[config.mk]
export PLATFORM = sky130hd
export DESIGN_NAME = internal_bus_loader
export DESIGN_NICKNAME = d
export VERILOG_FILES = /design/src/rtl/internal_bus_loader.sv
export SDC_FILE = /design/constraint.sdc
export NUM_CORES = 1
export LEC_CHECK = 0
export CAP_MARGIN = 20
export CORE_MARGIN = 5
export CORE_UTILIZATION = 45
export DETAILED_ROUTE_END_ITERATION = 16
export GPL_ROUTABILITY_DRIVEN = 0
export PLACE_DENSITY = 0.91
export SYNTH_ARGS = -nofsm -noshare
export SYNTH_HDL_FRONTEND = slang
export SYNTH_SLANG_ARGS = --single-unit
[constraint.sdc]
create_clock -name i_clk -period 2.35 [get_ports i_clk]
set_clock_uncertainty 0.1 [all_clocks]
set_input_delay 0.3525 -clock i_clk [delete_from_list [all_inputs] [get_ports i_clk]]
set_output_delay 0.3525 -clock i_clk [all_outputs]
set_load 0.005 [all_outputs]
[src/rtl/internal_bus_loader.sv]
// internal_bus_loader: drive/load side of the 8-bit internal bus.
// Takes one transfer request (source index + destination mask). It enables
// exactly one bus source for two cycles. On the second cycle it latches the
// settled bus byte into every selected destination register.
//
// state | meaning
// IDLE  | ready for a request; no source driving the bus
// DRIVE | selected source enabled; bus settling, value ignored
// LATCH | source still enabled; bus byte written to selected regs at cycle end
// DONE  | source released; done pulse; back to IDLE next cycle
module internal_bus_loader #(
    parameter int  INPUT_COUNT  = 4,
    parameter int  OUTPUT_COUNT = 4,
    localparam int SRC_W        = $clog2(INPUT_COUNT) + 1
) (
    input  logic                      i_clk,
    input  logic                      i_rst,
    input  logic                      i_req_valid,
    output logic                      o_req_ready,
    input  logic [SRC_W-1:0]          i_req_src,
    input  logic [OUTPUT_COUNT-1:0]   i_req_dst,
    output logic [INPUT_COUNT-1:0]    o_src_enable,
    input  logic [7:0]                i_bus_value,
    output logic [8*OUTPUT_COUNT-1:0] o_reg_outputs,
    output logic                      o_done,
    output logic                      o_err
);

    typedef enum logic [1:0] {
        ST_IDLE  = 2'd0,
        ST_DRIVE = 2'd1,
        ST_LATCH = 2'd2,
        ST_DONE  = 2'd3
    } state_t;

    localparam logic [SRC_W-1:0] SRC_LIMIT = SRC_W'(INPUT_COUNT);

    state_t                      r_state;
    state_t                      w_state_next;
    logic [SRC_W-1:0]            r_src;
    logic [OUTPUT_COUNT-1:0]     r_dst;
    logic [8*OUTPUT_COUNT-1:0]   r_regs;
    logic                        r_err;
    logic                        w_accept;
    logic                        w_req_ok;
    logic [INPUT_COUNT-1:0]      w_src_enable;

    assign w_accept = i_req_valid && (r_state == ST_IDLE);
    assign w_req_ok = (i_req_src < SRC_LIMIT) && (|i_req_dst);

    // State register.
    always_ff @(posedge i_clk) begin
        if (i_rst) begin
            r_state <= ST_IDLE;
        end else begin
            r_state <= w_state_next;
        end
    end

    // Next-state: a rejected request leaves the FSM in IDLE.
    always_comb begin
        w_state_next = r_state;
        case (r_state)
            ST_IDLE:  if (w_accept && w_req_ok) w_state_next = ST_DRIVE;
            ST_DRIVE: w_state_next = ST_LATCH;
            ST_LATCH: w_state_next = ST_DONE;
            ST_DONE:  w_state_next = ST_IDLE;
            default:  w_state_next = ST_IDLE;
        endcase
    end

    // Capture the request at accept so the requester's inputs become don't-care.
    always_ff @(posedge i_clk) begin
        if (i_rst) begin
            r_src <= '0;
            r_dst <= '0;
        end else if (w_accept && w_req_ok) begin
            r_src <= i_req_src;
            r_dst <= i_req_dst;
        end
    end

    // Err pulses in the cycle after a rejected accept.
    always_ff @(posedge i_clk) begin
        if (i_rst) begin
            r_err <= 1'b0;
        end else begin
            r_err <= w_accept && !w_req_ok;
        end
    end

    // Destination registers load only at the LATCH cycle-end edge.
    always_ff @(posedge i_clk) begin
        if (i_rst) begin
            r_regs <= '0;
        end else if (r_state == ST_LATCH) begin
            for (int k = 0; k < OUTPUT_COUNT; k++) begin
                if (r_dst[k]) begin
                    r_regs[8*k +: 8] <= i_bus_value;
                end
            end
        end
    end

    // One-hot source enable, only while DRIVE or LATCH; r_src was range-checked.
    always_comb begin
        w_src_enable = '0;
        if ((r_state == ST_DRIVE) || (r_state == ST_LATCH)) begin
            for (int i = 0; i < INPUT_COUNT; i++) begin
                if (r_src == SRC_W'(i)) begin
                    w_src_enable[i] = 1'b1;
                end
            end
        end
    end

    assign o_src_enable  = w_src_enable;
    assign o_req_ready   = (r_state == ST_IDLE);
    assign o_done        = (r_state == ST_DONE);
    assign o_err         = r_err;
    assign o_reg_outputs = r_regs;

endmodule

# Word level (Yosys, flattened, before mapping)
# Cells that the tools add are included.
op_classes:
  n_eq_ne: 7
  muxes: 7
  bitwise_logic: 0
  reduce_logical: 13
  shifts: 0
  n_addsub: 0
  n_lt_le_gt_ge: 1
  mul: 0
  n_div: 0
op_table:
  columns: ["op", "n"]
  rows:
  - ["$pmux 2 s4", 1]
  - ["$reduce_and 2->1", 4]
  - ["$eq 3x2->1 const B", 2]
  - ["$eq 2x2->1 const B", 2]
  - ["$logic_and 1x1->1", 4]
  - ["$mux 1", 4]
  - ["$mux 4", 1]
  - ["$reduce_or 4->1", 1]
  - ["$eq 3x1->1 const B", 1]
  - ["$logic_not 3->1", 1]
  - ["$lt 3x3->1 const B", 1]
  - ["$eq 2x1->1 const B", 1]
  - ["$logic_not 2->1", 1]
  - ["$mux 2", 1]
  - ["$ne 2x1->1 const B", 1]
  - ["$logic_not 1->1", 1]
  - ["$logic_or 1x1->1", 1]
word_totals:
  word_cells: 36
  register_bits: 42
  memories: 0
  ramBits: 0
  latchBits: 0
  mem_bits_ro: 0

# Depth between registers and ports, before layout
depth:
  word_depth: 5
  ltp_mapped: 6
  depth_no_buf: 5

# Worst setup path after synthesis
# OpenSTA, ideal clock, no wires.
synth_timing:
  path_kind: "register to register"
  start: "register r_state[0]"
  end: "register r_src[0]"
  t_arrival_ps: 1250
  required_time_ps: 2178
  path_slack_ps: 929
  path_stages_with_launch: 7
  setup_time_ps: 72
  path_buffers: 1
  cell_sequence: "dfxtp_1 -> inv_1 -> ha_1 -> clkbuf_2 -> nand2_1 -> nor3_2 -> mux2i_1"
synth_between:
  elab_chain_len: 3
synth_lines:
  columns: ["element", "line", "source"]
  rows:
  - ["start: declaration", "38", "state_t r_state;"]
  - ["start signal: assignment", "56", "r_state <= w_state_next;"]
  - ["$logic_not 2->1", null, null]
  - ["named net o_req_ready", "19", "output logic o_req_ready,"]
  - ["$logic_and 1x1->1", "48", "assign w_accept = i_req_valid && (r_state == ST_IDLE);"]
  - ["$logic_and 1x1->1", "77", "end else if (w_accept && w_req_ok) begin"]
  - ["end signal: assignment", "78", "r_src <= i_req_src;"]
  - ["end: declaration", "40", "logic [SRC_W-1:0] r_src;"]
# The timed path passes the listed nets, and every way through them passes these cells.
# A chain may end at the register's enable or synchronous reset.

# Worst setup path in the final report
layout_timing:
  start: "register r_state[1]"
  end: "output o_src_enable[2]"
layout_between:
  elab_chain_len: 3
  word_cells_on_any_way: 4
  classes_between: "2 x eq/ne; 1 x mux; 1 x reduce/logical"
layout_lines:
  columns: ["element", "line", "source"]
  rows:
  - ["$eq 2x1->1 / $eq 2x2->1 (equally long branches)", "108", "if ((r_state == ST_DRIVE) || (r_state == ST_LATCH)) begin"]
  - ["$logic_or 1x1->1 (*)", "108", null]
  - ["$mux 4 (*)", "108", null]
  - ["end: declaration", "22", "output logic [INPUT_COUNT-1:0] o_src_enable,"]
# Every way passes the cells marked *; elsewhere a longest branch is shown, timed or not.

==> results by group <==
Outcome
  – Outcome: complete, no violations

Die
  – Die Wd: 71.6 um
  – I/O Pins: 57
  – Std-Cell Rows: 22
  – Die height: 71.6 um
  – Core region area: 0.00366 mm^2
  – Die area: 0.00512 mm^2
  – Initial Util: 0.466

Setup path
  – FF-to-FF End: o_reg_outputs[26]$_SDFFE_PP0P_
  – Critical path class: register to output pin
  – FF-to-FF path depth: 5
  – CP startpoint: r_state[1]$_SDFFE_PP0P_
  – Largest fanout on the critical path: 5
  – Critical R2R Launch: r_state[0]$_SDFFE_PP0P_
  – Crit path DAT: 1.86 ns
  – Nature of the critical path startpoint: register
  – R2r setup slk: 0.76 ns
  – WP data required: 1.90 ns
  – Element type at the critical path end: output pin
  – Critical Path Sink: o_src_enable[2]

Timing
  – Worst Tran Pin Value: 0.431 ns
  – Final Hold Vio Count: 0
  – Fin crit period: 2.31 ns
  – Rel. slew slack: 0.711
  – Final Max Tran Viols: 0
  – Fin Setup TNS: 0 ns
  – FMAX: 0.433 GHz
  – Fin crit share: 0.983
  – Final Setup Violations: 0

Clock tree
  – Clock tree buffer depth: 2
  – CTS Root Cell: clkbuf_8
  – CTS tree: done
  – H-tree Lvls: 2
  – Clock sinks: 42
  – Worst-Skew Late Latency: 0.29 ns
  – Worst-path clk slew: 0.08 ns
  – CTS buffer count: 5
  – Hold-fix buffers, CTS: 0

Placed design
  – I/O Buffers: 56
  – Placed wire-length estimate: 3220 um
  – DP Cell Count: 293

Final layout
  – # nets final: 273
  – Diode count: 0
  – Share of layout cells above drive strength 1: 0.0830
  – Most frequent cells in the layout: 54 x clkdlybuf4s50_1, 42 x dfxtp_1, 37 x nand2_1, 37 x a21oi_1, 32 x nand3_1
  – Layout Cells excl Fill: 301
  – Most common cell after layout, fill and taps aside: clkdlybuf4s50_1
  – Final Util: 0.659
  – P&R area growth vs syn: 41.4%

Synth
  – Netlist cell types: 29
  – Yosys reg bits: 42
  – Syn nets: 220
  – Synth Area per Inst: 8.57 um^2
  – Post-Syn Area: 0.00171 mm^2
  – Seq/Total Area, Yosys: 0.493
  – Synth warn: 0
  – Gate Count Post-Synth: 199

Hold path
  – Hold Path Depth: 2
  – HP Class: register to register

GRT
  – Initial antenna violation count: 0
  – GRT Residual Overflow: 0
  – Vias in the first global route: 1528
  – Tot GR Track Use: 0.177
  – Largest net degree at the start of global routing: 20
  – First-pass GRT wire length: 7140 um

Power
  – P_leak: 0.806 nW
  – Peak supply drop: 668 uV
  – PD cells: 716 mW/mm^2

Detailed routing
  – DR vias/cell: 5.46
  – Routed wire length: 4500 um
  – Vias: 1643
  – DRC: 0
  – TritonRoute pass-1 iters: 4
  – Initial DRC count: 114
  – Routed Antenna Nets: 0
  – Post-DR wirelength/cell: 15.0 um

Flow run
  – Max Cap Viol: 0
==> synth_stat cells <==
master,number,share of area
nor2_1,2,0.0044
a211oi_1,1,0.0044
nand2_1,37,0.081
o31ai_1,4,0.018
clkbuf_1,9,0.020
or2b_2,1,0.0051
a21boi_2,1,0.0066
dfxtp_1,42,0.49
nor4_4,1,0.012
buf_1,2,0.0044
nand4b_1,4,0.021
inv_1,2,0.0044
and4b_1,1,0.0059
clkbuf_8,1,0.0081
or4_4,1,0.0066
mux2i_1,3,0.018
a21oi_1,37,0.11
nor4b_1,1,0.0051
nor3b_1,1,0.0044
ha_1,3,0.022
nand3_1,32,0.094
nor3_1,1,0.0029
clkbuf_2,1,0.0029
or2b_1,1,0.0044
buf_2,2,0.0059
nor4bb_1,2,0.012
nor3_2,1,0.0059
nand2b_1,4,0.015
and2b_2,1,0.0051
==> what timing repair did <==
action / CTS / global route
gates resized for setup: 1 / 4
hold endpoints to repair: 0 / 0
setup buffers: 0 / 0
endpoints found under the setup margin: 1 / 2
==> cell families (layout without fill, tap and decap cells) <==
| group | count (synthesis) | count (layout) | synth area share |
|---|---|---|---|
| simple gates | 91 | 91 | 0.285 |
| mux | 3 | 3 | 0.0176 |
| buf+inv | 17 | 71 | 0.0455 |
| flops | 42 | 42 | 0.493 |
| fa+ha+maj | 3 | 3 | 0.0220 |
| compound gates | 43 | 43 | 0.137 |
==> registers in the layout (all words and copies together), names as in the netlist <==
signal	flops
r_state	2
o_reg_outputs	32
o_err	1
r_src	3
r_dst	4
==> layout make-up <==
type | count | area (um^2)
clock inverters | 1 | 5.00
inverters | 2 | 7.51
clock buffers | 7 | 86.3
multi-input cells | 140 | 812
repair buffers | 61 | 599
fillers | 319 | 1250
well taps | 48 | 60.1
flip-flops and latches | 42 | 841
==> through the flow <==
| stage | power (mW) | hold slack (ns) | worst slack [ns] | area [um^2] |
|---|---|---|---|---|
| after detailed placement | 1.22 | 0.348 | 0.311 | 2290 |
| after global routing | 1.81 | 0.380 | -0.0156 | 2410 |
| after CTS | 1.69 | 0.358 | 0.0000260 | 2380 |
| after global placement | 1.21 | 0.342 | 0.410 | 2290 |
| after floorplan | 1.04 | 0.353 | 0.929 | 1710 |
| final | 1.73 | 0.354 | 0.0405 | 2410 |
==> power breakdown <==
part	switching, mW	total (mW)	leakage, nW	internal, mW
Clock	0.238	0.475	0.0482	0.237
Combinational	0.221	0.455	0.418	0.234
Sequential	0.0466	0.795	0.339	0.748
Total	0.506	1.73	0.806	1.22
==> metal layers <==
layer / routed length (um) / global-route usage
met5: 0 / 0
met1: 1790 / 0.209
met2: 2140 / 0.283
met4: 127 / 0.0731
met3: 438 / 0.0743
==> critical path, cell delays in order, from the launching register on <==
cell and delay, ns:
dfxtp_1 0.40, inv_1 0.10, ha_4 0.29, nor4bb_2 0.23, clkdlybuf4s50_1 0.55
==> worst min-delay path by stage <==
stage,start,to
6_report,o_reg_outputs[0]$_SDFFE_PP0P_,o_reg_outputs[0]$_SDFFE_PP0P_
3_3_place_gp,o_reg_outputs[28]$_SDFFE_PP0P_,o_reg_outputs[28]$_SDFFE_PP0P_
3_5_place_dp,o_reg_outputs[0]$_SDFFE_PP0P_,o_reg_outputs[0]$_SDFFE_PP0P_
4_1_cts,o_reg_outputs[0]$_SDFFE_PP0P_,o_reg_outputs[0]$_SDFFE_PP0P_
2_1_floorplan,o_reg_outputs[0]$_SDFFE_PP0P_,o_reg_outputs[0]$_SDFFE_PP0P_
5_1_grt,o_reg_outputs[15]$_SDFFE_PP0P_,o_reg_outputs[15]$_SDFFE_PP0P_
(Power assumes the default switching activity.)
